`src/rtl/ram_sp_burst_reader.sv`:
```
// Burst read initiator for a single-port RAM: takes (addr, len) commands,
// issues credit-limited read strobes and streams the returned words out
// through a small first-word-fall-through FIFO with valid/ready.
module ram_sp_burst_reader #(
    parameter int DATA_WIDTH = 36,
    parameter int ADDR_WIDTH = 14,
    parameter int RAM_DEPTH  = 4096,
    parameter int LEN_WIDTH  = 15,
    parameter int RD_LATENCY = 2,
    parameter int FIFO_DEPTH = 4
) (
    input  logic                  clk,
    input  logic                  rst_n,
    input  logic                  cmd_valid,
    output logic                  cmd_ready,
    input  logic [ADDR_WIDTH-1:0] cmd_addr,
    input  logic [LEN_WIDTH-1:0]  cmd_len,
    output logic                  m_valid,
    input  logic                  m_ready,
    output logic [DATA_WIDTH-1:0] m_data,
    output logic                  m_last,
    output logic                  ram_en,
    output logic                  ram_we,
    output logic [ADDR_WIDTH-1:0] ram_addr,
    input  logic [DATA_WIDTH-1:0] ram_dout,
    input  logic                  ram_dout_valid,
    output logic                  done,
    output logic                  busy,
    output logic                  err
);
    localparam int PTR_W = $clog2(FIFO_DEPTH);
    localparam int CNT_W = PTR_W + 1;
    localparam logic [ADDR_WIDTH-1:0] ADDR_LAST  = ADDR_WIDTH'(RAM_DEPTH - 1);
    localparam logic [CNT_W-1:0]      FIFO_FULL  = CNT_W'(FIFO_DEPTH);
    localparam logic [CNT_W:0]        CREDIT_MAX = (CNT_W + 1)'(FIFO_DEPTH);

    if (FIFO_DEPTH < 2 || (FIFO_DEPTH & (FIFO_DEPTH - 1)) != 0) begin : g_bad_depth
        $error("FIFO_DEPTH must be a power of two and at least 2");
    end
    if (FIFO_DEPTH < RD_LATENCY + 1) begin : g_slow_depth
        $warning("FIFO_DEPTH below RD_LATENCY+1 limits throughput below one word per cycle");
    end

    typedef enum logic [1:0] {
        S_IDLE,
        S_ISSUE,
        S_DRAIN
    } state_t;

    state_t                state, state_nxt;
    logic                  init_done;
    logic [LEN_WIDTH-1:0]  issue_rem, out_rem;
    logic [CNT_W-1:0]      outstanding, fifo_count;
    logic [PTR_W-1:0]      wr_ptr, rd_ptr;
    logic [DATA_WIDTH-1:0] fifo_mem [FIFO_DEPTH];
    logic                  cmd_fire, issue_go, credit_ok;
    logic                  fifo_push, fifo_pop, last_pop;
    logic [CNT_W:0]        credit_used;

    function automatic logic [ADDR_WIDTH-1:0] next_addr(input logic [ADDR_WIDTH-1:0] a);
        return (a == ADDR_LAST) ? '0 : a + ADDR_WIDTH'(1);
    endfunction

    assign cmd_ready = init_done && (state == S_IDLE);
    assign cmd_fire  = cmd_valid && cmd_ready;
    assign busy      = (state != S_IDLE);
    assign ram_we    = 1'b0;

    assign m_valid   = (fifo_count != '0);
    assign m_data    = m_valid ? fifo_mem[rd_ptr] : '0;
    assign m_last    = m_valid && (out_rem == LEN_WIDTH'(1));
    assign fifo_pop  = m_valid && m_ready;
    assign last_pop  = fifo_pop && m_last;
    // A return with nothing outstanding is stray: it is dropped, not buffered.
    assign fifo_push = ram_dout_valid && (outstanding != '0);

    // The strobe is registered, so the decision is taken a cycle ahead of the
    // RAM seeing it; a slot freed by this cycle's pop is counted as available.
    assign credit_used = {1'b0, outstanding} + {1'b0, fifo_count};
    assign credit_ok   = credit_used < (CREDIT_MAX + (CNT_W + 1)'(fifo_pop));

    // State register.
    always_ff @(posedge clk or negedge rst_n) begin
        if (!rst_n) state <= S_IDLE;
        else        state <= state_nxt;
    end

    // Next-state and read-issue decision.
    always_comb begin
        state_nxt = state;
        issue_go  = 1'b0;
        case (state)
            S_IDLE: begin
                if (cmd_fire && cmd_len != '0) begin
                    issue_go  = 1'b1;
                    state_nxt = S_ISSUE;
                end
            end
            S_ISSUE: begin
                if (issue_rem != '0 && credit_ok) issue_go = 1'b1;
                if (issue_rem == '0 || (issue_go && issue_rem == LEN_WIDTH'(1)))
                    state_nxt = S_DRAIN;
            end
            S_DRAIN: begin
                if (last_pop) state_nxt = S_IDLE;
            end
            default: state_nxt = S_IDLE;
        endcase
    end

    // Command capture, RAM strobe/address, burst counters and status flags.
    always_ff @(posedge clk or negedge rst_n) begin
        if (!rst_n) begin
            init_done   <= 1'b0;
            done        <= 1'b0;
            err         <= 1'b0;
            ram_en      <= 1'b0;
            ram_addr    <= '0;
            issue_rem   <= '0;
            out_rem     <= '0;
            outstanding <= '0;
        end else begin
            init_done <= 1'b1;
            done      <= (cmd_fire && cmd_len == '0) || last_pop;
            ram_en    <= issue_go;
            if (ram_dout_valid && outstanding == '0) err <= 1'b1;
            if (issue_go) begin
                ram_addr  <= (state == S_IDLE) ? cmd_addr : next_addr(ram_addr);
                issue_rem <= ((state == S_IDLE) ? cmd_len : issue_rem) - LEN_WIDTH'(1);
            end
            if (cmd_fire)      out_rem <= cmd_len;
            else if (fifo_pop) out_rem <= out_rem - LEN_WIDTH'(1);
            case ({issue_go, fifo_push})
                2'b10:   outstanding <= outstanding + CNT_W'(1);
                2'b01:   outstanding <= outstanding - CNT_W'(1);
                default: outstanding <= outstanding;
            endcase
        end
    end

    // Return FIFO pointers and occupancy.
    always_ff @(posedge clk or negedge rst_n) begin
        if (!rst_n) begin
            wr_ptr     <= '0;
            rd_ptr     <= '0;
            fifo_count <= '0;
        end else begin
            if (fifo_push) wr_ptr <= wr_ptr + PTR_W'(1);
            if (fifo_pop)  rd_ptr <= rd_ptr + PTR_W'(1);
            case ({fifo_push, fifo_pop})
                2'b10:   fifo_count <= fifo_count + CNT_W'(1);
                2'b01:   fifo_count <= fifo_count - CNT_W'(1);
                default: fifo_count <= fifo_count;
            endcase
        end
    end

    // Return FIFO storage; contents are only observable through the count.
    always_ff @(posedge clk) begin
        if (fifo_push) fifo_mem[wr_ptr] <= ram_dout;
    end

    a_no_overflow: assert property (@(posedge clk) disable iff (!rst_n)
        !(fifo_push && fifo_count == FIFO_FULL));

endmodule

```
`config.mk`:
```
export PLATFORM = sky130hd
export DESIGN_NAME = ram_sp_burst_reader
export DESIGN_NICKNAME = d
export VERILOG_FILES = /design/src/rtl/ram_sp_burst_reader.sv
export SDC_FILE = /design/constraint.sdc
export NUM_CORES = 1
export LEC_CHECK = 0
export BUFFER_PORTS_ARGS = -buffer_cell sky130_fd_sc_hd__buf_2
export CORE_ASPECT_RATIO = 1.4
export CORE_UTILIZATION = 39
export CTS_CLUSTER_SIZE = 30
export DETAILED_ROUTE_END_ITERATION = 16
export HOLD_SLACK_MARGIN = 0.12
export PLACE_DENSITY_LB_ADDON = 0.3
export SLEW_MARGIN = 25
export SYNTH_ARGS = -nofsm -noshare
export SYNTH_HDL_FRONTEND = slang
export SYNTH_SLANG_ARGS = --single-unit
```
`constraint.sdc`:
```
create_clock -name clk -period 2.7 [get_ports clk]
set_input_delay 0.135 -clock clk [delete_from_list [all_inputs] [get_ports clk]]
set_output_delay 0.135 -clock clk [all_outputs]
set_load 0.01 [all_outputs]
```
==> impl_metrics.tcl, run 1 <==
set metrics [dict create \
    unrepaired_setup_endpoints_after_global_routing "true" \
    slew_headroom 0.468 \
    track_usage 0.168 \
    detail_route.wirelength_um 20400 \
    antenna-diode-count 0 \
    antenna_violations_before_repair 0 \
    synthesis.instances 667 \
    avgViaCountPerCell 5.18 \
    dp_hpwl_um 12900 \
    max_cap_violations 0 \
    syn-cell-area_sq_mm 0.00928 \
    hold_class "input port to flop" \
    r2r_slack_ns 0.16 \
    design_area_sq_mm 0.0119 \
    layout_commonest_cell "sky130_fd_sc_hd__edfxtp_1" \
    status "completed" \
    vdd.ir_drop.worst_v 0.000616 \
    clock_tree_from_tritoncts "done" \
    max_slew.worst_pin.slew_ns 0.798 \
    clock_tree.htree_level_count 1 \
    post-route-period-util 0.944 \
    worst_setup_hold_path_clk_slew_ns 0.06 \
    clk_latency_ns 0.49 \
    total_congestion_overflow 0 \
    crit_path_start_kind "input port" \
    gpl.final_weighted_congestion 0.867 \
    clock-skew-final_ns 0.0140 \
    netlist-cell-type-count 59 \
    grt_max_degree 61 \
    die_h_um 185 \
    effective_utilization_at_floorplan 0.399 \
    layout_common_cells "sky130_fd_sc_hd__edfxtp_1, sky130_fd_sc_hd__buf_2, sky130_fd_sc_hd__dlygate4sd3_1" \
    maxClockFrequency_mhz 392 \
    syn_area_per_cell_sq_um 13.9 \
    core.rowCount 66 \
    cts_made_buffers 21 \
    top_level_ports 128 \
    synthesized_netlist_net_count 753 \
    setup_viol 0 \
    synth-seq-cells 204 \
    drv_slew 0 \
    power_per_cell_area_mw_per_mm2 1100 \
    floorplan.die.width_um 132 \
    timing.setup.critical_path_class "input port to flop" \
    number_of_global_route_vias_before_repair 6406 \
    tritoncts_num_sinks 204 \
    timing.critical_path.arrival_ns 2.95 \
    path_max_fanout 5 \
    die_area_sq_mm 0.0244 \
    ctsLongestPathBuffers 3 \
    count_of_warnings_emitted_by_yosys 0 \
    crit_required_ns 3.10 \
    core_area_sq_mm 0.0233 \
    fin_nets 968 \
    layout-drive-gt1-share 0.280 \
    place_area_sq_mm 0.0105 \
    remaining_drc_errors 0 \
    share_of_async_settable_or_async_resettable_flops_after_synthesis 0.294 \
    fillers 2023 \
    synth_seq_area_share 0.628 \
    drt_first_pass_iters 5 \
    setup_total_negative_slack_ns 0 \
    ctsRootBufferMaster "sky130_fd_sc_hd__clkbuf_16" \
    fin_crit_ns 2.55 \
    final_antenna_net_count 0 \
    detailroute.via_count 6224 \
    grt_pass1_wl_um 32600 \
    finalHoldViolations 0 \
    buffer_ports.inserted 126 \
    critical_path.endpoint_type "flop" \
    finalPower_mw 13.1 \
    ys_dominant_reg_cell "sky130_fd_sc_hd__edfxtp_1" \
    detail_route.iter0.violations 279 \
    area_delta_synth_final_pct 28.0 \
    routed_wire_length_per_instance_um 17.0 \
    power.leakage_nw 4.50 \
    number_of_enable_type_register_cells_in_the_synthesized_netlist 144 \
]
-- metal layers --
layer,up-vias,track usage,routed length [um]
met2,203,0.312,10400
met3,34,0.0226,1090
met5,-,0,0
met4,0,0.0492,334
li1,2942,-,-
met1,3045,0.202,8620
-- synth_stat cells (7+ instances only) --
library cell,number,area [sq um]
sky130_fd_sc_hd__edfxtp_1,144,4320
sky130_fd_sc_hd__dfrtp_1,60,1500
sky130_fd_sc_hd__and2_1,42,263
sky130_fd_sc_hd__nand2_1,41,154
sky130_fd_sc_hd__mux4_2,36,811
sky130_fd_sc_hd__nor2_1,31,116
sky130_fd_sc_hd__a21oi_1,28,140
sky130_fd_sc_hd__o21ai_1,24,120
sky130_fd_sc_hd__nor3_1,20,100
sky130_fd_sc_hd__clkbuf_1,19,71.3
sky130_fd_sc_hd__o21ai_0,18,90.1
sky130_fd_sc_hd__nand3_1,17,85.1
sky130_fd_sc_hd__xnor2_1,17,149
sky130_fd_sc_hd__inv_1,14,52.6
sky130_fd_sc_hd__ha_1,13,163
sky130_fd_sc_hd__mux2i_1,12,120
sky130_fd_sc_hd__nor4_1,10,62.6
sky130_fd_sc_hd__buf_2,9,45.0
sky130_fd_sc_hd__a31oi_1,8,50.1
sky130_fd_sc_hd__a21o_1,7,52.6
sky130_fd_sc_hd__and3_1,7,43.8
sky130_fd_sc_hd__xor2_1,7,61.3
-- final timing paths --
path                          startpoint              to  cells after the start
min in group asynchronous          rst_n    ram_addr[10]                      3
max                          cmd_len[12]  outstanding[2]                     12
min                            cmd_valid    issue_rem[2]                      5
max reg2reg                fifo_count[0]    issue_rem[9]                     10
max in group asynchronous          rst_n       rd_ptr[0]                      3
min reg2reg                          err             err                      1
-- power by group --
part	internal [mW]	total [mW]	switching (mW)	leakage [nW]
clock network	1.82	2.99	1.18	0.337
logic	2.45	5.29	2.84	2.13
registers	4.26	4.83	0.565	2.04
-- cells by family (layout without fill, tap and decap cells) --
group,Yosys count,in the layout,synth area share
buffers and inverters,50,279,0.0229
AND/OR/NAND/NOR,203,203,0.118
XOR/XNOR,24,24,0.0226
other,2,2,0.000809
AO/OA/AOI/OAI,119,119,0.0822
flip-flops,204,204,0.628
adder cells (fa/ha/maj),16,16,0.0240
multiplexers,49,49,0.102
-- stage by stage --
step | setup WS, ns | utilization | hold WS [ns] | cells
after floorplan | -0.0191 | - | -0.161 | 667
after global placement | 0.214 | 0.449 | 0.350 | 1095
after detailed placement | 0.159 | 0.449 | 0.352 | 1095
after CTS | 0.130 | 0.509 | 0.254 | 1200
after global routing | -0.0491 | 0.510 | 0.304 | 1202
final | 0.152 | 0.510 | 0.260 | 1202
-- what timing repair did --
| action | 4_1_cts | 5_1_grt |
|---|---|---|
| buffers inserted | 0 | 2 |
| hold buffers | 68 | 0 |
| hold endpoints to repair | 244 | 0 |
| setup endpoints to repair | 0 | 2 |
| gates resized for setup | 0 | 2 |
-- worst max-delay path, stage by stage --
cell and delay [ns]:
sky130_fd_sc_hd__dlygate4sd3_1 0.54, sky130_fd_sc_hd__buf_2 0.15, sky130_fd_sc_hd__nor4_1 0.43, sky130_fd_sc_hd__and4_1 0.32, sky130_fd_sc_hd__nand2b_1 0.19, sky130_fd_sc_hd__o21a_1 0.22
sky130_fd_sc_hd__ha_4 0.16, sky130_fd_sc_hd__inv_1 0.05, sky130_fd_sc_hd__fa_2 0.33, sky130_fd_sc_hd__xor2_1 0.14, sky130_fd_sc_hd__nor2_1 0.13, sky130_fd_sc_hd__xor2_1 0.16
-- registers in the layout, summed over array words and instances (netlist names) --
signal       cells
done             1
err              1
fifo_count       3
fifo_mem       144
init_done        1
issue_rem       15
out_rem         15
outstanding      3
ram_addr        14
ram_en           1
rd_ptr           2
state            2
wr_ptr           2
-- final cells by class --
type	count	area, sq um	area share
flip-flops and latches	204	5830	0.490
clock inverters	13	179	0.0151
multi-input cells	413	3280	0.276
inverters	17	66.3	0.00558
clock buffers	24	537	0.0452
repair buffers	225	1610	0.135
well taps	306	383	0.0322
Power figures use the tool's default switching activity.
==> run 2: changes to the inputs <==
Settings changed: ABC_AREA set to 1, CELL_PAD_IN_SITES_DETAIL_PLACEMENT set to 1, CELL_PAD_IN_SITES_GLOBAL_PLACEMENT set to 1.
==> impl_metrics.tcl, run 2 <==
set metrics [dict create \
    ys_dominant_reg_cell "sky130_fd_sc_hd__edfxtp_1" \
    grt_pass1_wl_um 41900 \
    status "completed" \
    detail_route.iter0.violations 282 \
    fin_cells 1537 \
    fin_crit_ns 2.56 \
    dp_hpwl_um 16700 \
    crit_required_ns 3.11 \
    effective_utilization_at_floorplan 0.398 \
    max_slew.worst_pin.slew_ns 0.614 \
    yosys.cell_count.top_type "sky130_fd_sc_hd__nor2_1" \
    hold_class "input port to async pin" \
    timing.critical_path.arrival_ns 2.97 \
    timing.setup.critical_path_class "flop to flop" \
    number_of_enable_type_register_cells_in_the_synthesized_netlist 144 \
    core_area_sq_mm 0.0241 \
    gpl.final_weighted_congestion 0.843 \
    core.rowCount 67 \
    netlist-cell-type-count 39 \
    multiInputGateArea_sq_mm 0.00335 \
    drv_slew 0 \
    antenna_violations_before_repair 2 \
    critical_path_cell_by_cell "ha_2 -> fa_1 -> nor2_1 -> nand3_1 -> a21oi_2 -> nand2_1 -> nand2_2 -> inv_4 -> ha_1 -> inv_1 -> fa_1 -> o21ai_0" \
    synth.area.top_cells "sky130_fd_sc_hd__edfxtp_1, sky130_fd_sc_hd__dfrtp_1, sky130_fd_sc_hd__nor2_1, sky130_fd_sc_hd__nand2_1, sky130_fd_sc_hd__o21ai_0" \
    layout-drive-gt1-share 0.174 \
    vdd.ir_drop.worst_v 0.000718 \
    clock-skew-final_ns 0.0133 \
    critical_path.max_stage_delay_ns 0.44 \
    kind_of_cell_with_the_highest_combined_delay_on_the_critical_path "adder cells" \
    library_cell_occupying_the_most_area_in_the_post_synthesis_netlist "sky130_fd_sc_hd__edfxtp_1" \
    critical_path.endpoint_type "flop" \
    dp_worst_setup_slack_ns 0.0821 \
    crit_path_start_kind "flop" \
    area_delta_synth_final_pct 26.4 \
    ctsRootBufferMaster "sky130_fd_sc_hd__clkbuf_16" \
    top_level_ports 128 \
    share_of_async_settable_or_async_resettable_flops_after_synthesis 0.294 \
    layout_common_cells "sky130_fd_sc_hd__nor2_1, sky130_fd_sc_hd__nand2_1, sky130_fd_sc_hd__edfxtp_1" \
    synthesized_netlist_net_count 1093 \
    floorplan.die.width_um 135 \
    buffer_ports.inserted 126 \
    cts_made_buffers 21 \
    total_congestion_overflow 0 \
    critPathBufInv 2 \
    cts_setup_buffers 0 \
    syn_area_per_cell_sq_um 9.52 \
    post-route-period-util 0.950 \
    area.sequential_sq_mm 0.00583 \
    synth_top_area_share 0.451 \
    synth_seq_area_share 0.608 \
    remaining_drc_errors 0 \
    grt_max_degree 73 \
    die_h_um 188 \
    largest_register_ff_count 144 \
    critical_path.most_common_cell "sky130_fd_sc_hd__fa_1" \
    count_of_warnings_emitted_by_yosys 0 \
    r2r-start "outstanding[0]" \
    layout_commonest_cell "sky130_fd_sc_hd__nor2_1" \
    avgViaCountPerCell 5.11 \
    dpl.cell_count 1428 \
    die_area_sq_mm 0.0252 \
    postLayoutSetupSlackWorst_ns 0.136 \
    fillers 2743 \
    clock_tree_from_tritoncts "done" \
    setup_total_negative_slack_ns 0 \
    power.leakage_nw 5.01 \
    track_usage 0.211 \
    max_cap_violations 0 \
    tritoncts_num_sinks 204 \
    regMostFlops "fifo_mem" \
    finalHoldViolations 0 \
    synth_common_cells "sky130_fd_sc_hd__nor2_1, sky130_fd_sc_hd__nand2_1, sky130_fd_sc_hd__edfxtp_1, sky130_fd_sc_hd__o21ai_0, sky130_fd_sc_hd__inv_1" \
    slew_headroom 0.591 \
    drt_first_pass_iters 4 \
    finalHoldWorstSlack_ns 0.183 \
    detailroute.via_count 7847 \
    clk_latency_ns 0.49 \
    syn-cell-area_sq_mm 0.00959 \
    synth-seq-cells 204 \
    largest_registers "fifo_mem x144, issue_rem x15, out_rem x15" \
    setup_viol 0 \
    critPathSlowestCell "sky130_fd_sc_hd__fa_1" \
    final_antenna_net_count 0 \
    number_of_global_route_vias_before_repair 8422 \
    fin_nets 1298 \
    synthesis.instances 1007 \
    clock_tree.htree_level_count 1 \
    maxClockFrequency_mhz 390 \
    path_max_fanout 3 \
    routed_wire_length_per_instance_um 17.0 \
    power_per_cell_area_mw_per_mm2 1200 \
    worstSetupStartpoint "outstanding[0]" \
    detail_route.wirelength_um 26200 \
    worst_setup_hold_path_clk_slew_ns 0.07 \
    ctsLongestPathBuffers 3 \
    final_util 0.504 \
]
## run 2: cell count changes after synthesis, sizes merged, moves of 12 or more
cell,previous run,this run
a21oi,30,46
and2,42,0
inv,17,71
mux2i,12,0
mux4,36,0
nand2,41,200
nand3,17,41
nor2,32,211
nor3,20,3
o21ai,42,117
## run 2: worst paths after layout
check                                  end  slack (ns)  cells after the start
min reg2reg                            err        0.47                      1
max in group asynchronous           ram_en        1.76                      3
max reg2reg                 outstanding[1]        0.14                     12
min                             out_rem[3]        0.18                      2
min in group clk           fifo_mem[0][24]        0.40                      2
max                         outstanding[1]        0.14                     12
## run 2: report_power, final
part | internal (mW) | total [mW] | switching [mW]
clock | 1.61 | 2.82 | 1.21
sequential | 4.27 | 4.71 | 0.443
combinational | 2.40 | 7.03 | 4.63
total | 8.28 | 14.6 | 6.28
## run 2: through the flow
step,area (sq um),total power [mW]
2_1_floorplan,9590,9.35
3_3_place_gp,10700,11.5
3_5_place_dp,10700,11.8
4_1_cts,12100,14.7
5_1_grt,12100,15.7
6_report,12100,14.6
## run 2: timing repair
action / 4_1_cts / 5_1_grt
hold buffers: 71 / 0
endpoints found under the hold margin: 201 / 0
setup endpoints to repair: 0 / 2
resized for setup: 0 / 3
## run 2: cells by family (layout without fill, tap and decap cells)
kind of cell | Yosys count | after routing | synth area share
AND/OR/NAND/NOR | 471 | 471 | 0.202
flip-flops | 204 | 204 | 0.608
AO/OA/AOI/OAI | 185 | 185 | 0.104
buffers and inverters | 112 | 331 | 0.0470
XOR/XNOR | 17 | 17 | 0.0155
adder cells (fa/ha/maj) | 16 | 16 | 0.0232
other | 2 | 3 | 0.000783
## run 2: area by class of cell
type,count,area share
Antenna cell,1,0.000207
Clock buffer,26,0.0501
Clock inverter,11,0.00640
Inverter,75,0.0234
Multi-Input combinational cell,691,0.276
Sequential cell,204,0.481
Tap cell,310,0.0320
Timing Repair Buffer,219,0.131
## run 2: routing by layer
layer  routed length (um)  track usage  share of wire  up-vias
li1                     -            -              -     3794
met4                  563       0.0570          0.022        2
met3                  813       0.0270          0.031       40
met1                10200        0.228           0.39     3880
met2                14600        0.421           0.56      131
met5                   10            0        0.00038        -
==> run 3: changes to the inputs <==
Clock period 2.7 ns to 2.2 ns, I/O delays scaled along.
==> impl_metrics.tcl, run 3 (synthesized netlist as in run 2, its figures left out) <==
set metrics [dict create \
    status "complete, but fails checks" \
    violations_in_the_final_reports "setup timing" \
    ctsLongestPathBuffers 3 \
    largest_register_ff_count 144 \
    max_slew.worst_pin.slew_ns 0.749 \
    clock-skew-final_ns 0.0131 \
    final_util 0.521 \
    hold_class "input port to async pin" \
    post-route-period-util 1.12 \
    timing.setup.critical_path_class "flop to flop" \
    largest_registers "fifo_mem x144, issue_rem x15, out_rem x15" \
    core.rowCount 67 \
    critical_path.endpoint_type "flop" \
    critical_path.max_stage_delay_ns 0.48 \
    detailroute.via_count 8028 \
    fin_cells 1579 \
    track_usage 0.218 \
    critPathSlowestCell "sky130_fd_sc_hd__fa_1" \
    postLayoutSetupSlackWorst_ns -0.260 \
    core_area_sq_mm 0.0241 \
    layout-drive-gt1-share 0.210 \
    groute.layer.met3.usage 0.0300 \
    fillers 2730 \
    maxClockFrequency_mhz 407 \
    dpl.cell_count 1460 \
    gpl.final_weighted_congestion 0.868 \
    vdd.ir_drop.worst_v 0.000678 \
    setup_total_negative_slack_ns -1.20 \
    buffer_ports.inserted 126 \
    crit_required_ns 2.58 \
    finalPower_mw 18.6 \
    grt.met2_usage 0.435 \
    layout_commonest_cell "sky130_fd_sc_hd__nor2_1" \
    global_route.usage.met1 0.233 \
    final_antenna_net_count 0 \
    power.leakage_nw 5.24 \
    globalRoute.busiestLayer "met2" \
    clk_latency_ns 0.50 \
    ctsRootBufferMaster "sky130_fd_sc_hd__clkbuf_16" \
    path_max_fanout 2 \
    fin_nets 1341 \
    r2r_slack_ns -0.26 \
    die_area_sq_mm 0.0252 \
    detail_route.wirelength_um 27600 \
    grt_max_degree 46 \
    slew_headroom 0.499 \
    area.sequential_sq_mm 0.00583 \
    tritoncts_num_sinks 204 \
    effective_utilization_at_floorplan 0.398 \
    die_h_um 188 \
    worst_setup_hold_path_clk_slew_ns 0.07 \
    crit_path_start_kind "flop" \
    clock_tree_from_tritoncts "done" \
    finalHoldViolations 0 \
    routed_wire_length_per_instance_um 17.5 \
    unrepaired_setup_endpoints_after_global_routing "true" \
    timing.critical_path.arrival_ns 2.84 \
    remaining_drc_errors 0 \
    regMostFlops "fifo_mem" \
    dp_hpwl_um 17700 \
    top_level_ports 128 \
    cts_made_buffers 21 \
    max_cap_violations 0 \
    detail_route.iter0.violations 332 \
    power_per_cell_area_mw_per_mm2 1490 \
    critical_path_cell_by_cell "ha_2 -> fa_1 -> nor2_1 -> nand3_1 -> a21oi_2 -> nand2_1 -> nand2_2 -> inv_4 -> ha_4 -> inv_2 -> fa_2 -> a21oi_2 -> o21ai_1 -> xor2_1" \
    area_delta_synth_final_pct 30.7 \
    critPathBufInv 2 \
    kind_of_cell_with_the_highest_combined_delay_on_the_critical_path "adder cells" \
    critical_path.most_common_cell "sky130_fd_sc_hd__a21oi_2" \
    number_of_global_route_vias_before_repair 8561 \
    fin_crit_ns 2.46 \
    antenna-diode-count 0 \
    multiInputGateArea_sq_mm 0.00341 \
    drt_first_pass_iters 5 \
    finalHoldWorstSlack_ns 0.152 \
    grt_pass1_wl_um 43300 \
    drv_slew 0 \
    setup_viol 23 \
    clock_tree.htree_level_count 1 \
    avgViaCountPerCell 5.08 \
    floorplan.die.width_um 135 \
    total_congestion_overflow 0 \
    layout_common_cells "sky130_fd_sc_hd__nor2_1, sky130_fd_sc_hd__nand2_1, sky130_fd_sc_hd__edfxtp_1" \
    antenna_violations_before_repair 0 \
]
[run 3: final timing paths]
check                                from         endpoint  depth (start not counted)
max                        outstanding[0]   outstanding[2]                         14
min                                 rst_n     ram_addr[13]                          3
max reg2reg                outstanding[0]   outstanding[2]                         14
min reg2reg                           err              err                          1
max in group asynchronous           rst_n        wr_ptr[0]                          3
min in group clk             ram_dout[29]  fifo_mem[2][29]                          2
[run 3: timing repair]
item | 4_1_cts | 5_1_grt
endpoints found under the hold margin | 240 | 0
hold buffers | 72 | 0
gates resized for setup | 7 | 18
setup endpoints to repair | 30 | 66
pin swaps | 3 | 7
gates cloned | 0 | 3
setup buffers | 4 | 5
[run 3: worst reg2reg max path: cells and delay by family (launching register included)]
kind            cells  cell delay [ns]
xor+xnor            1             0.14
buf+inv             2             0.11
compound gates      3             0.29
flops               1             0.40
fa+ha+maj           4             1.13
simple gates        4             0.26
[run 3: area by class of cell]
class,count,share of cell area
Clock buffer,24,0.0428
Clock inverter,13,0.00659
Inverter,75,0.0231
Multi-Input combinational cell,691,0.272
Sequential cell,204,0.465
Tap cell,310,0.0310
Timing Repair Buffer,262,0.159
[run 3: per-stage QoR]
step	setup WS (ns)	instance area [sq um]
floorplan	-0.435	9610
global placement	-0.241	11000
detailed placement	-0.281	11000
CTS	-0.272	12400
global route	-0.375	12500
finish	-0.260	12500
[run 3: power breakdown]
part	internal [mW]	leakage (nW)	total [mW]	switching, mW
Sequential	5.24	2.06	5.79	0.552
Combinational	3.58	2.87	9.58	6.00
Clock	1.77	0.302	3.25	1.48
Total	10.6	5.24	18.6	8.02
[run 3: per-layer routing]
layer | vias up | routed length [um] | part of all wire
met5 | - | 0 | 0
met2 | 155 | 15200 | 0.55
li1 | 3878 | - | -
met3 | 42 | 1080 | 0.039
met1 | 3953 | 10600 | 0.39
met4 | 0 | 651 | 0.024
